`src/rtl/mac_pkg.sv`:
```
// Shared width and saturation helpers for the vector MAC.
package mac_pkg;

  // Width of a full-precision dot product over 'lanes' signed in_w x in_w products.
  function automatic int sum_w(input int in_w, input int lanes);
    return 2 * in_w + $clog2(lanes);
  endfunction

  function automatic int max_w(input int x, input int y);
    return (x > y) ? x : y;
  endfunction

  function automatic longint sat_max(input int acc_w);
    return (longint'(1) <<< (acc_w - 1)) - 1;
  endfunction

  function automatic longint sat_min(input int acc_w);
    return -(longint'(1) <<< (acc_w - 1));
  endfunction

endpackage

```
`src/rtl/mac_dot.sv`:
```
// Stage 1 of the vector MAC: lane multipliers, lane summation and the dot-product register.
module mac_dot
  import mac_pkg::*;
#(
  parameter int IN_W  = 8,
  parameter int LANES = 4,
  parameter int SUM_W = sum_w(IN_W, LANES)
) (
  input  logic                    clk,
  input  logic                    rst_n,
  input  logic                    clr_n,
  input  logic                    in_vld,
  input  logic [LANES*IN_W-1:0]   a,
  input  logic [LANES*IN_W-1:0]   b,
  output logic [SUM_W-1:0]        dot,
  output logic                    dot_vld
);

  logic signed [2*IN_W-1:0] w_prod [LANES];
  logic signed [SUM_W-1:0]  w_sum;
  logic signed [SUM_W-1:0]  r_dot;
  logic                     r_dot_vld;

  for (genvar i = 0; i < LANES; i++) begin : g_lane
    assign w_prod[i] = $signed(a[i*IN_W +: IN_W]) * $signed(b[i*IN_W +: IN_W]);
  end

  // Each product is sign-extended before summing so the total never loses precision.
  always_comb begin
    w_sum = '0;
    for (int i = 0; i < LANES; i++) begin
      w_sum = w_sum + SUM_W'(w_prod[i]);
    end
  end

  always_ff @(posedge clk or negedge rst_n) begin
    if (!rst_n) begin
      r_dot     <= '0;
      r_dot_vld <= 1'b0;
    end else if (!clr_n) begin
      r_dot     <= '0;
      r_dot_vld <= 1'b0;
    end else begin
      r_dot_vld <= in_vld;
      if (in_vld) begin
        r_dot <= w_sum;
      end
    end
  end

  assign dot     = r_dot;
  assign dot_vld = r_dot_vld;

endmodule

```
`src/rtl/mac_vec.sv`:
```
// Two-stage signed vector multiply-accumulate with sticky overflow/underflow flags.
// Build option MAC_VEC_SAT_EN: clamp acc on overflow/underflow instead of wrapping.
module mac_vec
  import mac_pkg::*;
#(
  parameter int IN_W  = 8,
  parameter int ACC_W = 16,
  parameter int LANES = 4
) (
  input  logic                    clk,
  input  logic                    rst_n,
  input  logic                    clr_n,
  input  logic                    in_vld,
  input  logic [LANES*IN_W-1:0]   a,
  input  logic [LANES*IN_W-1:0]   b,
  output logic [ACC_W-1:0]        acc,
  output logic                    out_vld,
  output logic                    of,
  output logic                    uf
);

  localparam int SUM_W = sum_w(IN_W, LANES);
  localparam int EXT_W = max_w(ACC_W, SUM_W) + 1;

  localparam logic signed [ACC_W-1:0] ACC_MAX   = ACC_W'(sat_max(ACC_W));
  localparam logic signed [ACC_W-1:0] ACC_MIN   = ACC_W'(sat_min(ACC_W));
  localparam logic signed [EXT_W-1:0] ACC_MAX_X = EXT_W'(sat_max(ACC_W));
  localparam logic signed [EXT_W-1:0] ACC_MIN_X = EXT_W'(sat_min(ACC_W));

  // Handshake: in_vld qualifies a/b on the edge it is sampled and is always
  // accepted (no ready); out_vld pulses for exactly the cycle after acc absorbs it.
  logic [SUM_W-1:0]         w_dot;
  logic                     w_dot_vld;
  logic signed [EXT_W-1:0]  w_sum;
  logic                     w_of;
  logic                     w_uf;
  logic signed [ACC_W-1:0]  w_next;

  logic signed [ACC_W-1:0]  r_acc;
  logic                     r_out_vld;
  logic                     r_of;
  logic                     r_uf;

  mac_dot #(
    .IN_W  (IN_W),
    .LANES (LANES),
    .SUM_W (SUM_W)
  ) u_dot (
    .clk     (clk),
    .rst_n   (rst_n),
    .clr_n   (clr_n),
    .in_vld  (in_vld),
    .a       (a),
    .b       (b),
    .dot     (w_dot),
    .dot_vld (w_dot_vld)
  );

  assign w_sum = EXT_W'(r_acc) + EXT_W'($signed(w_dot));
  assign w_of  = (w_sum > ACC_MAX_X);
  assign w_uf  = (w_sum < ACC_MIN_X);

`ifdef MAC_VEC_SAT_EN
  assign w_next = w_of ? ACC_MAX : (w_uf ? ACC_MIN : w_sum[ACC_W-1:0]);
`else
  assign w_next = w_sum[ACC_W-1:0];
`endif

  always_ff @(posedge clk or negedge rst_n) begin
    if (!rst_n) begin
      r_acc     <= '0;
      r_out_vld <= 1'b0;
      r_of      <= 1'b0;
      r_uf      <= 1'b0;
    end else if (!clr_n) begin
      r_acc     <= '0;
      r_out_vld <= 1'b0;
      r_of      <= 1'b0;
      r_uf      <= 1'b0;
    end else begin
      r_out_vld <= w_dot_vld;
      if (w_dot_vld) begin
        r_acc <= w_next;
        r_of  <= r_of | w_of;
        r_uf  <= r_uf | w_uf;
      end
    end
  end

  assign acc     = r_acc;
  assign out_vld = r_out_vld;
  assign of      = r_of;
  assign uf      = r_uf;

endmodule

```
`config.mk`:
```
export PLATFORM = sky130hd
export DESIGN_NAME = mac_vec
export DESIGN_NICKNAME = d
export VERILOG_FILES = /design/src/rtl/mac_pkg.sv /design/src/rtl/mac_dot.sv /design/src/rtl/mac_vec.sv
export SDC_FILE = /design/constraint.sdc
export NUM_CORES = 1
export LEC_CHECK = 0
export BUFFER_PORTS_ARGS = -buffer_cell sky130_fd_sc_hd__buf_2
export CORE_MARGIN = 1
export CORE_UTILIZATION = 55
export DETAILED_ROUTE_END_ITERATION = 6
export PLACE_DENSITY = 0.73
export SLEW_MARGIN = 20
export SYNTH_ARGS = -nofsm -noshare
export SYNTH_HDL_FRONTEND = slang
export SYNTH_SLANG_ARGS = --single-unit
```
`constraint.sdc`:
```
create_clock -name clk -period 2.7 [get_ports clk]
set_input_delay 0.135 -clock clk [delete_from_list [all_inputs] [get_ports clk]]
set_output_delay 0.135 -clock clk [all_outputs]
set_load 0.03 [all_outputs]
```
Word level (Yosys, flattened, before mapping)
Cells that the tools add are included.
Widths: inputs -> output; s select.
- word-level logic and storage cells: 30
- latch bits: 0
- ROM bits: 0
- memories kept: 0
- bits in writable memories: 0
- register bits: 38
- $mul: 4
- order comparisons: 2
- bitwise operators: 2
- eq/ne operators: 2
- reductions and logical operators: 0
- shift-type cells: 0
- $add $sub $neg: 4
- div/mod/pow operators: 0
- mux-type cells: 10
- operators by type and width (cell ; count):
    $mul 8x8->16 ; 4
    $mux 18 ; 2
    $mux 16 ; 2
    $add 16x18->19 ; 1
    $gt 19x16->1 const B ; 1
    $lt 19x16->1 const B ; 1
    $add 17x16->18 ; 1
    $add 18x16->18 ; 1
    $add 16x16->17 ; 1
    $mux 1 ; 6
    $ne 2x1->1 const B ; 2
    $or 1x1->1 ; 2

Depth between registers and ports, before layout
- depth in word-level cells: 6
- gate-level depth with buffers: 26

Hierarchy
A second synthesis with hierarchy kept.
- cells, all modules: 1372
- area, all modules: 13407.9 um^2
- by module, submodules not included (module ; sequential area each (um^2) ; area an instance (um^2) ; times used ; cells an instance):
    mac_dot ; 475.5 ; 11658.7 ; 1 ; 1186
    mac_vec ; 475.5 ; 1749.2 ; 1 ; 186

Least setup slack after synthesis
OpenSTA, ideal clock, no wires.
- path kind: input to register
- start point: in a[15]
- end point: reg u_dot.r_dot[17] (netlist: u_dot.dot[17])
- path slack: -3.436 ns
- cell stages on the path: 22
- data arrival time: 5.991 ns
- required time: 2.555 ns
- cells stage by stage: and2_1 -> inv_1 -> fa_1 -> fa_1 -> inv_1 -> fa_1 -> fa_1 -> fa_1 -> fa_1 -> fa_1 -> inv_1 -> fa_1 -> inv_1 -> ha_1 -> o21a_1 -> o31a_1 -> o211ai_1 -> a21oi_1 -> nor3_1 -> o31ai_1 -> xnor2_1 -> a21oi_1
- longest elaborated chain between the ends: 6
- ends and longest elaborated chain (element ; line ; source):
    from (decl) ; mac_vec.sv:14 ; input logic [LANES*IN_W-1:0] a,
    $mul 8x8->16 ; mac_dot.sv:25 ; assign w_prod[i] = $signed(a[i*IN_W +: IN_W]) * $signed(b[i*IN_W +: IN_W]);
    $add 16x16->17 ; mac_dot.sv:32 ; w_sum = w_sum + SUM_W'(w_prod[i]);
    $add 17x16->18 ; mac_dot.sv:32 ;
    $add 18x16->18 ; mac_dot.sv:32 ;
    $mux 18 ; mac_dot.sv:45 ; if (in_vld) begin
    $mux 18 ; mac_dot.sv:40 ; end else if (!clr_n) begin
    to (signal assigned) ; mac_dot.sv:46 ; r_dot <= w_sum;
    to (decl) ; mac_dot.sv:21 ; logic signed [SUM_W-1:0] r_dot;
Every way passes these cells. The select of a mux whose other input is x is not followed.
A chain may end at the register's enable or synchronous reset.

Worst setup path after layout
- start point: in a[29]
- end point: reg u_dot.r_dot[17] (netlist: u_dot.dot[17])
- longest elaborated chain between the ends: 4
- ends and longest elaborated chain (element ; line):
    $mul 8x8->16 ; mac_dot.sv:25
    $add 18x16->18 ; mac_dot.sv:32
    $mux 18 ; mac_dot.sv:45
    $mux 18 ; mac_dot.sv:40
Every way passes these cells. The select of a mux whose other input is x is not followed.

==> summary.txt <==
Worst hold path
  – WHS Path Cells: 3
  – Hold Path End: of$_DFFE_PN0P_
  – Classification of the worst-slack hold path: input pin to flip-flop
  – Worst hold start: clr_n

Logic synthesis
  – Top FF cell, synth: dfrtp_1
  – Post-synth ARST share: 100.0%
  – Synth unique cells: 47
  – Post-synth EDFFs: 0
  – Top post-synthesis cells by area: fa_1, ha_1, inv_1
  – Avg Inst Size Synth: just under 10 sq um
  – Top cells by instance count after synthesis: inv_1, fa_1, and2_1, ha_1, nand2_1
  – Area leader, netlist: fa_1
  – Cell Area, Synth: between 0.01 and 0.015 sq mm
  – Post-Syn Nets: around 1900
  – Syn Inst Count: 1349
  – Yosys warns: 0
  – Synth top area share: between 40% and 50%
  – Yosys reg bits: 38
  – Cell with the most instances after synthesis: inv_1
  – Seq/Total Area, Yosys: a little over 7%

STA
  – Worst Skew: 0.004651 ns
  – Setup slack after layout: -3.225 ns
  – Max-slew headroom: 38.48%
  – Min Tclk post-route: about 5.9 ns
  – Fin crit share: 219.4%
  – Pins Over Slew Limit: 0
  – WHS: around 0.12 ns
  – Worst-Margin Slew: roughly 0.92 ns
  – Hold Vio Cnt, Final: 0
  – Final setup viols: 16
  – RSZ-0062 raised after global routing: true
  – Fmax: between 0.15 and 0.2 GHz
  – Setup tns final: -41.94 ns

Job
  – Max Cap Viol: 0

Clock tree
  – H-tree depth: 2
  – Clk_lat worst skew: about 0.29 ns
  – CTS root buf: clkbuf_16
  – CTS Buffer Depth: 2
  – Clock buffer count from CTS: 5
  – TritonCTS Sinks: 38
  – CTS tree: done
  – Clk slew on worst S/H paths: 0.06 ns

Floorplan
  – Starting Density: between 50% and 60%
  – Total die area: around 0.025 sq mm
  – Core Region: ~0.023 sq mm
  – Die H: roughly 160 microns
  – Die width: 156.7 microns
  – I/O Pins: a little under 90
  – # rows: 56

Finish
  – Layout net count: approximately 2100
  – Final Core Density: about two thirds
  – Ant. Diodes: 0
  – Layout area overhead: 22.19%
  – Post-Layout Cell Count: 1890
  – Share of post-route cells with drive strength above 1: 23.49%

Critical path
  – R2r startpoint: acc[0]$_DFFE_PN0P_
  – Reg2Reg Depth: 10
  – CP arrival: 6.08 ns
  – CP Launch Type: input pin
  – Reg2Reg Setup Slack: around 0.1 ns
  – Required time of the critical path: roughly 2.9 ns
  – RR Endpoint: uf$_DFFE_PN0P_
  – Crit. End Element: flip-flop
  – Kind of critical path: input pin to flip-flop
  – Max FO, Critical Path: 5

Detailed routing
  – Via-to-Cell Ratio: between 5 and 6
  – WL/cell: 15.31 microns
  – Drt first pass iters: 5
  – DR iter-0 viols: around 420
  – WL final: 28.93 mm
  – # DRC: 0
  – Post-route ant nets: 0
  – DR vias: around 9500

Run status
  – Status: complete, but fails checks
  – Failing checks: negative setup slack

Global routing
  – Vias in the first global route: slightly above 10000
  – Pin count of the biggest net entering global routing: 39
  – Gr usage total: around 26%
  – Initial antenna violation count: 0
  – Overflow after GRT: 0
  – First-pass GRT wire length: about 50 mm

Placement
  – HPWL after detailed placement: approximately 25 mm
  – Port bufs: 86
  – Placer Congestion: between 0.9 and 1
  – Placed insts: ~1900
## placed cells by master, fill, tap and decap left out, drive strengths merged, types with 8 or more instances in the layout
master,instances
buf,219
inv,371
a21o,8
dfrtp,38
nor2,52
fa,319
xnor2,34
and2,143
clkbuf,10
mux2i,25
ha,115
nand2b,13
nor2b,13
o21ai,11
xor2,8
a21oi,25
nand2,100
## per-stage QoR
stage / cell area, sq um / worst slack, ns
after floorplan: 13310 / -3.161
after global placement: 15050 / -3.650
after detailed placement: 15050 / -3.741
after CTS: 15810 / -3.290
after global routing: 16080 / -3.492
final: 16080 / -3.225
## critical path, cell delays in order
cell	delay (ns)
buf_4	0.15
buf_4	0.15
and2_1	0.17
fa_1	0.50
inv_1	0.05
fa_1	0.50
fa_1	0.55
inv_1	0.05
fa_1	0.51
fa_1	0.46
fa_1	0.54
fa_1	0.50
inv_1	0.05
fa_1	0.49
inv_1	0.07
ha_4	0.29
o211ai_1	0.13
a21oi_2	0.26
nor3_4	0.09
o31ai_2	0.20
xnor2_1	0.14
a21oi_1	0.08
## kinds of logic (layout without fill, tap and decap cells)
logic type / Yosys count / after routing / share of synthesized area, %
and+or+nand+nor: 346 / 346 / 13.46
AOI/OAI and AO/OA: 81 / 81 / 4.213
muxes: 25 / 25 / 1.902
xor gates and xnor gates: 42 / 42 / 2.796
DFF: 38 / 38 / 7.228
adders and majority gates: 434 / 434 / 59.48
buffers and inverters: 383 / 605 / 10.93
## worst max path at each step
stage	startpoint	end	slack, ns
after floorplan	a[28]	u_dot.dot[17]$_DFFE_PN0P_	-3.16
after global placement	b[26]	u_dot.dot[17]$_DFFE_PN0P_	-3.65
after detailed placement	b[25]	u_dot.dot[17]$_DFFE_PN0P_	-3.74
after CTS	b[6]	u_dot.dot[17]$_DFFE_PN0P_	-3.29
after global routing	a[15]	u_dot.dot[17]$_DFFE_PN0P_	-3.49
final	a[29]	u_dot.dot[17]$_DFFE_PN0P_	-3.22
## metal layers
layer / GRT usage (%) / up-vias / part of all wire [%]
li1: - / 4414 / -
met1: 35.52 / 4869 / 42
met2: 43.98 / 227 / 51
met5: 0 / - / 0
met4: 4.435 / 0 / 1.7
met3: 2.714 / 39 / 5.1
## registers in the layout (all words and copies together), names as in the netlist
signal,count
out_vld,1
uf,1
of,1
u_dot.dot_vld,1
u_dot.dot,18
acc,16
## final cells by class
class / count / area (sq um)
multi-input cells: 928 / 11330
flip-flops and latches: 38 / 950.9
inverters: 372 / 1399
clock inverters: 3 / 40.04
clock buffers: 5 / 125.1
repair buffers: 225 / 1827
fillers: 1739 / 7397
well taps: 319 / 399.1
## repair_timing
| action | 4_1_cts | 5_1_grt |
|---|---|---|
| pin swaps | 86 | 57 |
| endpoints found under the setup margin | 18 | 18 |
| hold buffers | 1 | 0 |
| buffers inserted | 9 | 0 |
| endpoints found under the hold margin | 22 | 0 |
| resized for setup | 146 | 77 |
Power is left out: the tool's default activity adds up to more than one toggle a clock period on the data nets, which glitch-free logic cannot reach.
